$ cat src/rtl/param_code_detonator_pkg.sv
// param_code_detonator_pkg
// Shared types and helpers for the parametrised code detonator.
//   state_e        : FSM state encoding (also driven out on state_o)
//   bcd_t          : decoded keypad value plus a valid flag
//   BLANK_DIGIT    : display code shown while the digits are masked
//   onehot_to_bcd  : 10-key one-hot to BCD; valid only when exactly one bit is set
package param_code_detonator_pkg;

    typedef enum logic [2:0] {
        StIdle   = 3'd0,
        StSetup  = 3'd1,
        StEntry  = 3'd2,
        StArmed  = 3'd3,
        StCount  = 3'd4,
        StDone   = 3'd5,
        StLocked = 3'd6
    } state_e;

    typedef struct packed {
        logic       valid;
        logic [3:0] digit;
    } bcd_t;

    localparam logic [3:0] BLANK_DIGIT = 4'hF;

    function automatic bcd_t onehot_to_bcd(input logic [9:0] a);
        bcd_t        r;
        int unsigned n;
        r.valid = 1'b0;
        r.digit = 4'd0;
        n       = 0;
        for (int i = 0; i < 10; i++) begin
            if (a[i]) begin
                n       = n + 1;
                r.digit = 4'(i);
            end
        end
        r.valid = (n == 1);
        return r;
    endfunction

endpackage

$ cat src/rtl/param_code_detonator_key_capture.sv
// code_key_capture
// Registers the keypad and flags a new digit when the keypad is exactly one-hot
// and differs from its registered value (a fresh press, or a key change without
// release). All-zero and multi-hot values never produce a digit.
//   clk, rst     : clock, synchronous active-high reset
//   a            : raw 10-key one-hot keypad
//   digit_valid  : a new digit is present this cycle
//   digit        : BCD value of the key (meaningful while digit_valid)
module code_key_capture
    import param_code_detonator_pkg::*;
(
    input  logic       clk,
    input  logic       rst,
    input  logic [9:0] a,
    output logic       digit_valid,
    output logic [3:0] digit
);

    logic [9:0] a_q;
    bcd_t       dec;

    always_ff @(posedge clk) begin
        if (rst) begin
            a_q <= 10'd0;
        end else begin
            a_q <= a;
        end
    end

    always_comb begin
        dec         = onehot_to_bcd(a);
        digit_valid = dec.valid && (a != a_q);
        digit       = dec.digit;
    end

endmodule

$ cat src/rtl/param_code_detonator.sv
// param_code_detonator
// Keypad code lock with run-time programmable code, retry limit with timed
// lockout, abort, and a fire countdown ending in a latched detonation state.
// Optional build macro MASK_DISP_EN: blanks m_disp during SETUP/ENTRY and
// returns it to 0 on entering IDLE.
//   clk, rst   : clock, synchronous active-high reset (top priority)
//   A          : one-hot keypad, bit k = digit k
//   setup      : enter code programming (from IDLE)
//   ready      : start code entry (from IDLE)
//   sure       : confirm entered digits
//   fire       : fire request (ARMED only)
//   wait_t     : abort / disarm
//   m_disp     : last accepted digit (BCD)
//   digit_cnt  : digits entered, saturating at CODE_LEN
//   lt/bt/rt   : armed / detonated / locked-out LEDs
//   lb         : one-cycle wrong-code pulse
//   state_o    : current FSM state encoding
module param_code_detonator
    import param_code_detonator_pkg::*;
#(
    parameter int unsigned           CODE_LEN     = 4,
    parameter int unsigned           MAX_TRIES    = 3,
    parameter int unsigned           LOCK_CYCLES  = 16,
    parameter int unsigned           FIRE_CYCLES  = 8,
    parameter logic [4*CODE_LEN-1:0] DEFAULT_CODE = 16'h2580
) (
    input  logic                          clk,
    input  logic                          rst,
    input  logic [9:0]                    A,
    input  logic                          setup,
    input  logic                          ready,
    input  logic                          sure,
    input  logic                          fire,
    input  logic                          wait_t,
    output logic [3:0]                    m_disp,
    output logic [$clog2(CODE_LEN+1)-1:0] digit_cnt,
    output logic                          lt,
    output logic                          bt,
    output logic                          rt,
    output logic                          lb,
    output logic [2:0]                    state_o
);

    localparam int unsigned BW   = 4 * CODE_LEN;
    localparam int unsigned CW   = $clog2(CODE_LEN + 1);
    localparam int unsigned TRW  = $clog2(MAX_TRIES + 1);
    localparam int unsigned TMAX = (FIRE_CYCLES > LOCK_CYCLES) ? FIRE_CYCLES : LOCK_CYCLES;
    localparam int unsigned TW   = (TMAX > 1) ? $clog2(TMAX) : 1;

    localparam logic [CW-1:0]  CntFull   = CW'(CODE_LEN);
    localparam logic [TRW-1:0] TriesMax  = TRW'(MAX_TRIES);
    localparam logic [TW-1:0]  FireLoad  = TW'(FIRE_CYCLES - 1);
    localparam logic [TW-1:0]  LockLoad  = TW'(LOCK_CYCLES - 1);

    state_e         state_q, state_d;
    logic [BW-1:0]  code_q, buf_q;
    logic [CW-1:0]  cnt_q;
    logic [TRW-1:0] tries_q;
    logic [TW-1:0]  timer_q, timer_d;
    logic [3:0]     m_disp_q;
    logic           lb_q;

    logic           digit_valid;
    logic [3:0]     digit;
    logic           cnt_full, key_ok, code_match;

    // FSM strobes towards the datapath
    logic           clr_entry, key_take, code_we, miss, tries_clr;

    code_key_capture u_key_capture (
        .clk         (clk),
        .rst         (rst),
        .a           (A),
        .digit_valid (digit_valid),
        .digit       (digit)
    );

    assign cnt_full   = (cnt_q == CntFull);
    assign key_ok     = digit_valid && !cnt_full;
    assign code_match = (buf_q == code_q);

    // State register
    always_ff @(posedge clk) begin
        if (rst) begin
            state_q <= StIdle;
            timer_q <= '0;
        end else begin
            state_q <= state_d;
            timer_q <= timer_d;
        end
    end

    // Next-state logic. wait_t is tested before sure/fire/keys, and a key in the
    // same cycle as sure is never taken so sure always sees the prior buffer.
    always_comb begin
        state_d   = state_q;
        timer_d   = timer_q;
        clr_entry = 1'b0;
        key_take  = 1'b0;
        code_we   = 1'b0;
        miss      = 1'b0;
        tries_clr = 1'b0;
        case (state_q)
            StIdle: begin
                if (setup) begin
                    state_d   = StSetup;
                    clr_entry = 1'b1;
                end else if (ready) begin
                    state_d   = StEntry;
                    clr_entry = 1'b1;
                end
            end
            StSetup: begin
                if (wait_t) begin
                    state_d = StIdle;
                end else if (sure) begin
                    if (cnt_full) begin
                        code_we = 1'b1;
                        state_d = StIdle;
                    end
                end else begin
                    key_take = key_ok;
                end
            end
            StEntry: begin
                if (wait_t) begin
                    state_d = StIdle;
                end else if (sure) begin
                    if (cnt_full) begin
                        if (code_match) begin
                            state_d   = StArmed;
                            tries_clr = 1'b1;
                        end else begin
                            miss      = 1'b1;
                            clr_entry = 1'b1;
                            if (tries_q + TRW'(1) == TriesMax) begin
                                state_d = StLocked;
                                timer_d = LockLoad;
                            end
                        end
                    end
                end else begin
                    key_take = key_ok;
                end
            end
            StArmed: begin
                if (wait_t) begin
                    state_d = StIdle;
                end else if (fire) begin
                    state_d = StCount;
                    timer_d = FireLoad;
                end
            end
            StCount: begin
                if (wait_t) begin
                    state_d = StIdle;
                end else if (timer_q == '0) begin
                    state_d = StDone;
                end else begin
                    timer_d = timer_q - TW'(1);
                end
            end
            StDone: begin
                state_d = StDone;
            end
            StLocked: begin
                if (timer_q == '0) begin
                    state_d   = StIdle;
                    tries_clr = 1'b1;
                end else begin
                    timer_d = timer_q - TW'(1);
                end
            end
            default: begin
                state_d = StIdle;
            end
        endcase
    end

    // Datapath registers
    always_ff @(posedge clk) begin
        if (rst) begin
            code_q   <= DEFAULT_CODE;
            buf_q    <= '0;
            cnt_q    <= '0;
            tries_q  <= '0;
            m_disp_q <= 4'd0;
            lb_q     <= 1'b0;
        end else begin
            lb_q <= miss;
            if (code_we) begin
                code_q <= buf_q;
            end
            if (clr_entry) begin
                buf_q <= '0;
                cnt_q <= '0;
            end else if (key_take) begin
                buf_q <= (buf_q << 4) | BW'(digit);
                cnt_q <= cnt_q + CW'(1);
            end
            if (tries_clr) begin
                tries_q <= '0;
            end else if (miss) begin
                tries_q <= tries_q + TRW'(1);
            end
            if (key_take) begin
                m_disp_q <= digit;
`ifdef MASK_DISP_EN
            end else if (state_d == StIdle && state_q != StIdle) begin
                m_disp_q <= 4'd0;
`endif
            end
        end
    end

    // Outputs
    always_comb begin
        lt        = (state_q == StArmed) || (state_q == StCount);
        bt        = (state_q == StDone);
        rt        = (state_q == StLocked);
        lb        = lb_q;
        digit_cnt = cnt_q;
        state_o   = state_q;
`ifdef MASK_DISP_EN
        m_disp    = ((state_q == StSetup) || (state_q == StEntry)) ? BLANK_DIGIT : m_disp_q;
`else
        m_disp    = m_disp_q;
`endif
    end

endmodule

$ cat config.mk
export PLATFORM = sky130hd
export DESIGN_NAME = param_code_detonator
export DESIGN_NICKNAME = d
export VERILOG_FILES = /design/src/rtl/param_code_detonator_pkg.sv /design/src/rtl/param_code_detonator_key_capture.sv /design/src/rtl/param_code_detonator.sv
export SDC_FILE = /design/constraint.sdc
export NUM_CORES = 1
export LEC_CHECK = 0
export ABC_AREA = 1
export BUFFER_PORTS_ARGS = -buffer_cell sky130_fd_sc_hd__buf_2
export CORE_MARGIN = 10
export CORE_UTILIZATION = 54
export DETAILED_ROUTE_END_ITERATION = 6
export PLACE_DENSITY = 0.73
export SLEW_MARGIN = 40
export SYNTH_ARGS = -nofsm -noshare
export SYNTH_HDL_FRONTEND = slang
export SYNTH_HIERARCHICAL = 1
export SYNTH_SLANG_ARGS = --single-unit
$ cat constraint.sdc
create_clock -name clk -period 5.7 [get_ports clk]
set_input_delay 0.855 -clock clk [delete_from_list [all_inputs] [get_ports clk]]
set_output_delay 0.855 -clock clk [all_outputs]
set_load 0.02 [all_outputs]
# Word-level counts from Yosys, hierarchy flattened
# Index checks and enable logic that the tools add are counted.
# Widths: inputs -> output; s select.
[op_classes]
add_sub_neg = 12
n_eq_ne = 28
muxes = 66
bitwise = 1
n_reduce_logical = 12
[op_table]
columns = ["op", "count"]
rows = [
  ["$mux 32", 9],
  ["$add 32x1->32 const B", 8],
  ["$mux 3", 19],
  ["$mux 4", 11],
  ["$eq 32x1->1 const B", 1],
  ["$mux 1", 21],
  ["$ne 3x3->1 const B", 7],
  ["$pmux 3 s7", 1],
  ["$reduce_and 9->1", 2],
  ["$eq 16x16->1", 1],
  ["$ne 2x2->1 const B", 8],
  ["$or 16x4->16", 1],
  ["$pmux 4 s4", 1],
  ["$eq 3x3->1 const B", 4],
  ["$ne 10x10->1", 1],
  ["$eq 3x2->1 const B", 2],
  ["$reduce_or 2->1", 3],
  ["$logic_not 4->1", 1],
  ["$mux 2", 2],
  ["$ne 4x4->1 const B", 1],
  ["$pmux 1 s2", 2],
  ["$reduce_bool 4->1", 1],
  ["$sub 4x1->4 const B", 1],
  ["$add 3x1->3 const B", 1],
  ["other kinds (9)", 10],
]
[totals]
reg_bits = 59
inputBits = 17

# Depth between registers and ports, before layout
[depth]
depth_word = 25
ltp_mapped = 41
ltp_nobuf = 40

# By module
# Netlist, hierarchy kept.
[modules_own_cells]
columns = ["module", "instances", "cells_each", "area_per_inst_um2"]
rows = [
  ["param_code_detonator", 1, 371, 2533.7],
  ["code_key_capture", 1, 223, 1313.8],
]

# Worst setup path after synthesis
# No wires, ideal clock.
[synth_timing]
path_type = "input to register"
start = "input A[0]"
end = "register buf_q[0]"
setup_time_ns = 0.131
arrival_time_ns = 5.861
slack_ns = -0.292
path_stages = 39
cell_sequence = "inv_1 -> ha_1 -> inv_1 -> nand2_2 -> nand2_1 -> inv_1 -> ha_1 -> nand2_1 -> nand2_1 -> ha_1 -> or2_2 -> nand2_1 -> inv_1 -> ha_1 -> nand2_1 -> nand2_1 -> ha_1 -> or2_1 -> [... 3 more ...] -> nand2_1 -> nand2_1 -> ha_1 -> nor2_1 -> a31oi_1 -> ha_1 -> nor2_1 -> o21bai_1 -> inv_1 -> nor2_1 -> nand3_1 -> nor2_1 -> inv_1 -> nor2_1 -> nand2_4 -> clkbuf_1 -> nand2_1 -> a21oi_1"
[synth_between]
elab_chain_cells = 25
word_cells_on_any_way = 26
cone_classes = "9 x add/sub; 2 x eq/ne; 13 x mux; 2 x reduce/logical"
[synth_rtl]
columns = ["item", "line_no", "source"]
rows = [
  ["from (decl)", "param_code_detonator.sv:29", "input logic [9:0] A,"],
  ["$mux 1", "param_code_detonator_pkg.sv:33", "if (a[i]) begin"],
  ["$add 1x1->2", "param_code_detonator_pkg.sv:34", "n = n + 1;"],
  ["$mux 32", "param_code_detonator_pkg.sv:33", ""],
  ["$add 32x1->32", "param_code_detonator_pkg.sv:34", ""],
  ["$mux 32", "param_code_detonator_pkg.sv:33", ""],
  ["$add 32x1->32", "param_code_detonator_pkg.sv:34", ""],
  ["$mux 32", "param_code_detonator_pkg.sv:33", ""],
  ["$add 32x1->32", "param_code_detonator_pkg.sv:34", ""],
  ["[... 10 more ...]", "--", ""],
  ["$mux 32", "param_code_detonator_pkg.sv:33", ""],
  ["$eq 32x1->1", "param_code_detonator_pkg.sv:38", "r.valid = (n == 1);"],
  ["$logic_and 1x1->1 *", "param_code_detonator_key_capture.sv:32", "digit_valid = dec.valid && (a != a_q);"],
  ["named net digit_valid", "param_code_detonator.sv:63", "logic digit_valid;"],
  ["$logic_and 1x1->1 *", "param_code_detonator.sv:79", "assign key_ok = digit_valid && !cnt_full;"],
  ["$mux 1 *", "param_code_detonator.sv:116, param_code_detonator.sv:128", ""],
  ["$mux 1 *", "param_code_detonator.sv:114", "if (wait_t) begin"],
  ["$mux 1 *", "--", ""],
  ["to (signal assigned)", "param_code_detonator.sv:198", "buf_q <= (buf_q << 4) | BW'(digit);"],
  ["to (decl)", "param_code_detonator.sv:56", "logic [BW-1:0] code_q, buf_q;"],
]
# Mark *: on every way through the listed nets, which the timed path passes. The rest lies on a longest branch.
# A chain may end at the register's enable or synchronous reset.

# Final worst setup path
[layout_timing]
start = "input A[1]"
end = "register buf_q[11]"
[layout_between]
elab_chain_cells = 23
word_cells_on_any_way = 24
cone_classes = "8 x add/sub; 2 x eq/ne; 12 x mux; 2 x reduce/logical"
[layout_rtl]
columns = ["item", "line_no"]
rows = [
  ["$mux 32", "param_code_detonator_pkg.sv:33"],
  ["$add 32x1->32", "param_code_detonator_pkg.sv:34"],
  ["$mux 32", "param_code_detonator_pkg.sv:33"],
  ["$add 32x1->32", "param_code_detonator_pkg.sv:34"],
  ["$mux 32", "param_code_detonator_pkg.sv:33"],
  ["$add 32x1->32", "param_code_detonator_pkg.sv:34"],
  ["$mux 32", "param_code_detonator_pkg.sv:33"],
  ["$add 32x1->32", "param_code_detonator_pkg.sv:34"],
  ["[... 8 more ...]", "--"],
  ["$mux 32", "param_code_detonator_pkg.sv:33"],
  ["$eq 32x1->1", "param_code_detonator_pkg.sv:38"],
  ["$logic_and 1x1->1 *", "param_code_detonator_key_capture.sv:32"],
  ["named net digit_valid", "param_code_detonator.sv:63"],
  ["$logic_and 1x1->1 *", "param_code_detonator.sv:79"],
  ["$mux 1 *", "param_code_detonator.sv:116, param_code_detonator.sv:128"],
  ["$mux 1 *", "param_code_detonator.sv:114"],
  ["$mux 1 *", "--"],
]
# Marked as above.

==> flow_results.xml <==
<?xml version="1.0" encoding="UTF-8"?>
<metrics>
  <group name="status">
    <metric name="run_status" unit="">completed</metric>
  </group>
  <group name="global_route">
    <metric name="grt_max_degree" unit="">32</metric>
    <metric name="grt_pass1_wl" unit="um">14500</metric>
    <metric name="antenna_found_initial" unit="">0</metric>
    <metric name="groute.usage.overall" unit="%">15.2</metric>
    <metric name="grt_pass1_vias" unit="">3501</metric>
    <metric name="grt_remaining_overflow" unit="">0</metric>
  </group>
  <group name="sta">
    <metric name="finalMaxSlewViolations" unit="">0</metric>
    <metric name="worst_pin_slew" unit="ns">0.772</metric>
    <metric name="fmaxAchievable" unit="MHz">183</metric>
    <metric name="report.final.hold_viol_count" unit="">0</metric>
    <metric name="fin_hold_ws" unit="ns">0.469</metric>
    <metric name="tmin_final" unit="ns">5.47</metric>
    <metric name="worst_slew_margin_rel" unit="%">48.2</metric>
    <metric name="final-setup-viol-count" unit="">0</metric>
    <metric name="final.period_utilization" unit="%">96.0</metric>
    <metric name="fin_worst_skew" unit="ns">0.00781</metric>
  </group>
  <group name="worst_setup_path">
    <metric name="rr_endpoint" unit="">m_disp[3]</metric>
    <metric name="r2r_slack" unit="ns">3.52</metric>
    <metric name="critPathSlowestCell" unit="">ha_4</metric>
    <metric name="path_depth" unit="">41</metric>
    <metric name="critPathKind" unit="">in -&gt; reg</metric>
    <metric name="number_of_buffer_and_inverter_stages_on_the_critical_path" unit="">8</metric>
    <metric name="regToRegStartpoint" unit="">u_key_capture/a_q[0]</metric>
    <metric name="crit_path_end_kind" unit="">flop</metric>
    <metric name="startpoint_type" unit="">input pin</metric>
    <metric name="ff2ff_path_depth" unit="">16</metric>
    <metric name="crit_required" unit="ns">5.89</metric>
    <metric name="path_max_fanout" unit="">6</metric>
    <metric name="critical_path.max_stage_delay" unit="ns">0.30</metric>
    <metric name="top_delay_family_on_crit_path" unit="">simple AND/OR/NAND/NOR gates</metric>
    <metric name="arrival" unit="ns">5.66</metric>
  </group>
  <group name="power">
    <metric name="power_frac_seq" unit="%">34.6</metric>
    <metric name="max-vdd-ir-drop" unit="V">0.000239</metric>
    <metric name="leakage_power_summed_over_all_cells" unit="nW">2.22</metric>
    <metric name="combinationalPowerShare" unit="%">37.1</metric>
    <metric name="clock_power_share" unit="%">28.4</metric>
    <metric name="p_sw_share" unit="%">36.1</metric>
    <metric name="cellPowerDensity" unit="nW/um2">276</metric>
    <metric name="cellInternalPower" unit="uW">846</metric>
    <metric name="p_sw" unit="uW">478</metric>
    <metric name="power_total" unit="mW">1.32</metric>
  </group>
  <group name="final_layout">
    <metric name="n_fill_cell" unit="">594</metric>
    <metric name="final_area" unit="um2">4800</metric>
    <metric name="post_route_cells_drive_above_1_share" unit="%">28.4</metric>
    <metric name="num_antenna_cells" unit="">0</metric>
    <metric name="areaGrowthSynthToFinish" unit="%">24.7</metric>
    <metric name="finalNetCount" unit="">683</metric>
  </group>
  <group name="yosys">
    <metric name="synthesis.nets" unit="">625</metric>
    <metric name="synth_adder_area_share" unit="%">4.55</metric>
    <metric name="synth.lib_cells_used.distinct" unit="">38</metric>
    <metric name="postSynthRegisterBits" unit="">59</metric>
    <metric name="synth_compound_area_share" unit="%">12.8</metric>
    <metric name="synth.mux.area_fraction" unit="%">0</metric>
    <metric name="yosys_warnings" unit="">6</metric>
    <metric name="netlist_area" unit="um2">3850</metric>
    <metric name="synthCells" unit="">594</metric>
    <metric name="syn-mean-instance-area" unit="um2">6.48</metric>
    <metric name="synth_sequential_area_ratio" unit="%">30.7</metric>
    <metric name="post_synth_and_or_nand_nor_area_fraction" unit="%">39.0</metric>
    <metric name="largest_family_of_logic_cells_by_synthesized_area" unit="">simple AND/OR/NAND/NOR gates</metric>
    <metric name="synth_xor_area_share" unit="%">2.05</metric>
  </group>
  <group name="clocking">
    <metric name="latest_clock_arrival_within_the_worst_skew_pair" unit="ns">0.33</metric>
    <metric name="max-clock-path-buffers" unit="">2</metric>
    <metric name="numCtsBuffers" unit="">9</metric>
    <metric name="clkTransAtPathRegs" unit="ns">0.06</metric>
    <metric name="clock_sink_count" unit="">59</metric>
    <metric name="tritoncts_clock_tree" unit="">yes</metric>
    <metric name="h-tree-depth" unit="">3</metric>
    <metric name="root_cell_of_the_clock_tree" unit="">clkbuf_8</metric>
  </group>
  <group name="floorplan">
    <metric name="coreArea" unit="um2">6870</metric>
    <metric name="io_pins" unit="">31</metric>
    <metric name="floorplan.initialDensity" unit="%">56.0</metric>
    <metric name="design.die.area" unit="um2">10900</metric>
    <metric name="num_rows" unit="">30</metric>
    <metric name="die_h" unit="um">104</metric>
    <metric name="die_w" unit="um">104</metric>
  </group>
  <group name="place">
    <metric name="io_buffers" unit="">30</metric>
    <metric name="sum_of_net_half_perimeters_after_detailed_placement" unit="um">6160</metric>
    <metric name="gpl.final_weighted_congestion" unit="">0.899</metric>
    <metric name="dpl-instance-area" unit="um2">4240</metric>
  </group>
  <group name="route">
    <metric name="drc" unit="">0</metric>
    <metric name="num_vias" unit="">3762</metric>
    <metric name="via_per_inst" unit="">5.00</metric>
    <metric name="first_pass_iters" unit="">4</metric>
    <metric name="ant_nets" unit="">0</metric>
    <metric name="post_drt_wl_per_cell" unit="um">12.0</metric>
    <metric name="drt_first_iter_violations" unit="">109</metric>
    <metric name="drt_wl_total" unit="um">9060</metric>
  </group>
  <group name="run">
    <metric name="max-cap-violations" unit="">0</metric>
  </group>
  <group name="worst_hold_path">
    <metric name="destination_of_the_worst_hold_path" unit="">m_disp[2]</metric>
    <metric name="hold-path-cell-count" unit="">2</metric>
    <metric name="hold_path_class" unit="">reg -&gt; reg</metric>
    <metric name="worstHoldStart" unit="">m_disp[2]</metric>
  </group>
</metrics>
[routing by layer]
metal / part of all wire, % / vias to the layer above / track usage (%)
li1: - / 1979 / -
met5: 0 / - / 0
met1: 46 / 1714 / 17.5
met4: 1.3 / 0 / 3.78
met3: 4.2 / 11 / 4.77
met2: 48 / 58 / 26.5
[cell type report]
type	count	area (um2)	share of cell area (%)
clock inverters	2	35.0	0.730
clock buffers	13	159	3.31
inverters	92	365	7.61
repair buffers	58	424	8.84
repair inverters	1	8.76	0.183
well taps	96	120	2.50
flip-flops and latches	59	1180	24.6
multi-input cells	431	2500	52.2
[power by group through the flow]
stage               registers (mW)  clock network (mW)  logic [mW]
floorplan                    0.474                   0       0.313
global placement             0.466                   0       0.410
detailed placement           0.467                   0       0.420
CTS                          0.458               0.383       0.424
global route                 0.460               0.401       0.552
finish                       0.458               0.376       0.491
[how the worst max path moves through the flow]
| stage | from | end | slack, ns |
|---|---|---|---|
| 6_report | A[1] | buf_q[11] | 0.23 |
| 5_1_grt | A[1] | buf_q[11] | -0.02 |
| 4_1_cts | A[1] | buf_q[2] | 0.008 |
| 3_5_place_dp | A[1] | m_disp[2] | -0.33 |
| 3_3_place_gp | A[1] | m_disp[1] | -0.20 |
| 2_1_floorplan | A[1] | buf_q[11] | -0.01 |
[worst reg2reg max path, stage by stage, from the launching register on]
cell and delay, ns:
dfxtp_1 0.32, or2_2 0.11, nand4_1 0.09, nor4_1 0.41, nand4_1 0.15, nand2_1 0.10
inv_1 0.04, nand2_1 0.05, nor2_1 0.04, nand3_1 0.06, nor2_1 0.04, inv_1 0.06
nor2_2 0.05, nand2_4 0.20, clkbuf_16 0.21, nand2_1 0.07, a21oi_2 0.12
[synthesized netlist by cell type, drive strengths merged]
| cell type | n | share of area [%] |
|---|---|---|
| ha | 14 | 4.6 |
| a21oi | 49 | 7.6 |
| inv | 92 | 9.1 |
| or2 | 4 | 0.65 |
| a211oi | 1 | 0.20 |
| buf | 5 | 1.1 |
| o211ai | 4 | 1.1 |
| xnor2 | 2 | 0.46 |
| nand4 | 5 | 0.81 |
| o21ai | 22 | 2.9 |
| o21a | 1 | 0.23 |
| nand2 | 203 | 22 |
| dfxtp | 59 | 31 |
| a31oi | 2 | 0.33 |
| nand3b | 8 | 2.0 |
| nand3 | 36 | 5.9 |
| xor2 | 7 | 1.6 |
| clkbuf | 7 | 0.72 |
| nor3 | 4 | 0.94 |
| o21bai | 2 | 0.39 |
| nor4 | 2 | 0.33 |
| nor2 | 65 | 6.6 |
[stage by stage]
stage | util, % | cells | setup WS [ns] | TNS, ns
after global placement | 61.7 | 727 | -0.200 | -3.87
after global routing | 69.9 | 752 | -0.0230 | -0.0821
after CTS | 64.5 | 742 | 0.00789 | 0
after detailed placement | 61.7 | 727 | -0.329 | -7.00
final | 69.9 | 752 | 0.229 | 0
after floorplan | - | 594 | -0.0113 | -0.104
[sequential cells by signal, indices dropped and copies added (netlist names)]
signal             flops
buf_q                 16
code_q                16
u_key_capture/a_q     10
m_disp                 4
timer_q                4
digit_cnt              3
state_o                3
tries_q                2
lb                     1
[cell families (layout without fill, tap and decap cells)]
logic type | after synthesis | in the layout
AOI/OAI and AO/OA | 81 | 81
and+or+nand+nor | 327 | 327
xor gates and xnor gates | 9 | 9
DFF | 59 | 59
adders and majority gates | 14 | 14
buffers and inverters | 104 | 166
[placed cells by master, fill, tap and decap left out, drive strengths merged, types with 2 or more instances in the layout]
| master | n |
|---|---|
| nand2 | 203 |
| inv | 89 |
| nor2 | 65 |
| dfxtp | 59 |
| buf | 56 |
| a21oi | 49 |
| nand3 | 36 |
| o21ai | 22 |
| clkbuf | 15 |
| ha | 14 |
| nand3b | 8 |
| xor2 | 7 |
| nand4 | 5 |
| o211ai | 4 |
| nor3 | 4 |
| or2 | 4 |
| clkinv | 3 |
| o21bai | 2 |
| nor4 | 2 |
| xnor2 | 2 |
| clkinvlp | 2 |
| a31oi | 2 |
[what timing repair did]
item | CTS | global route
hold buffers | 0 | 0
gates resized for setup | 0 | 58
setup buffers | 0 | 6
endpoints found under the hold margin | 0 | 0
setup endpoints to repair | 0 | 23
No activity file was read; power rests on OpenSTA's default activity.
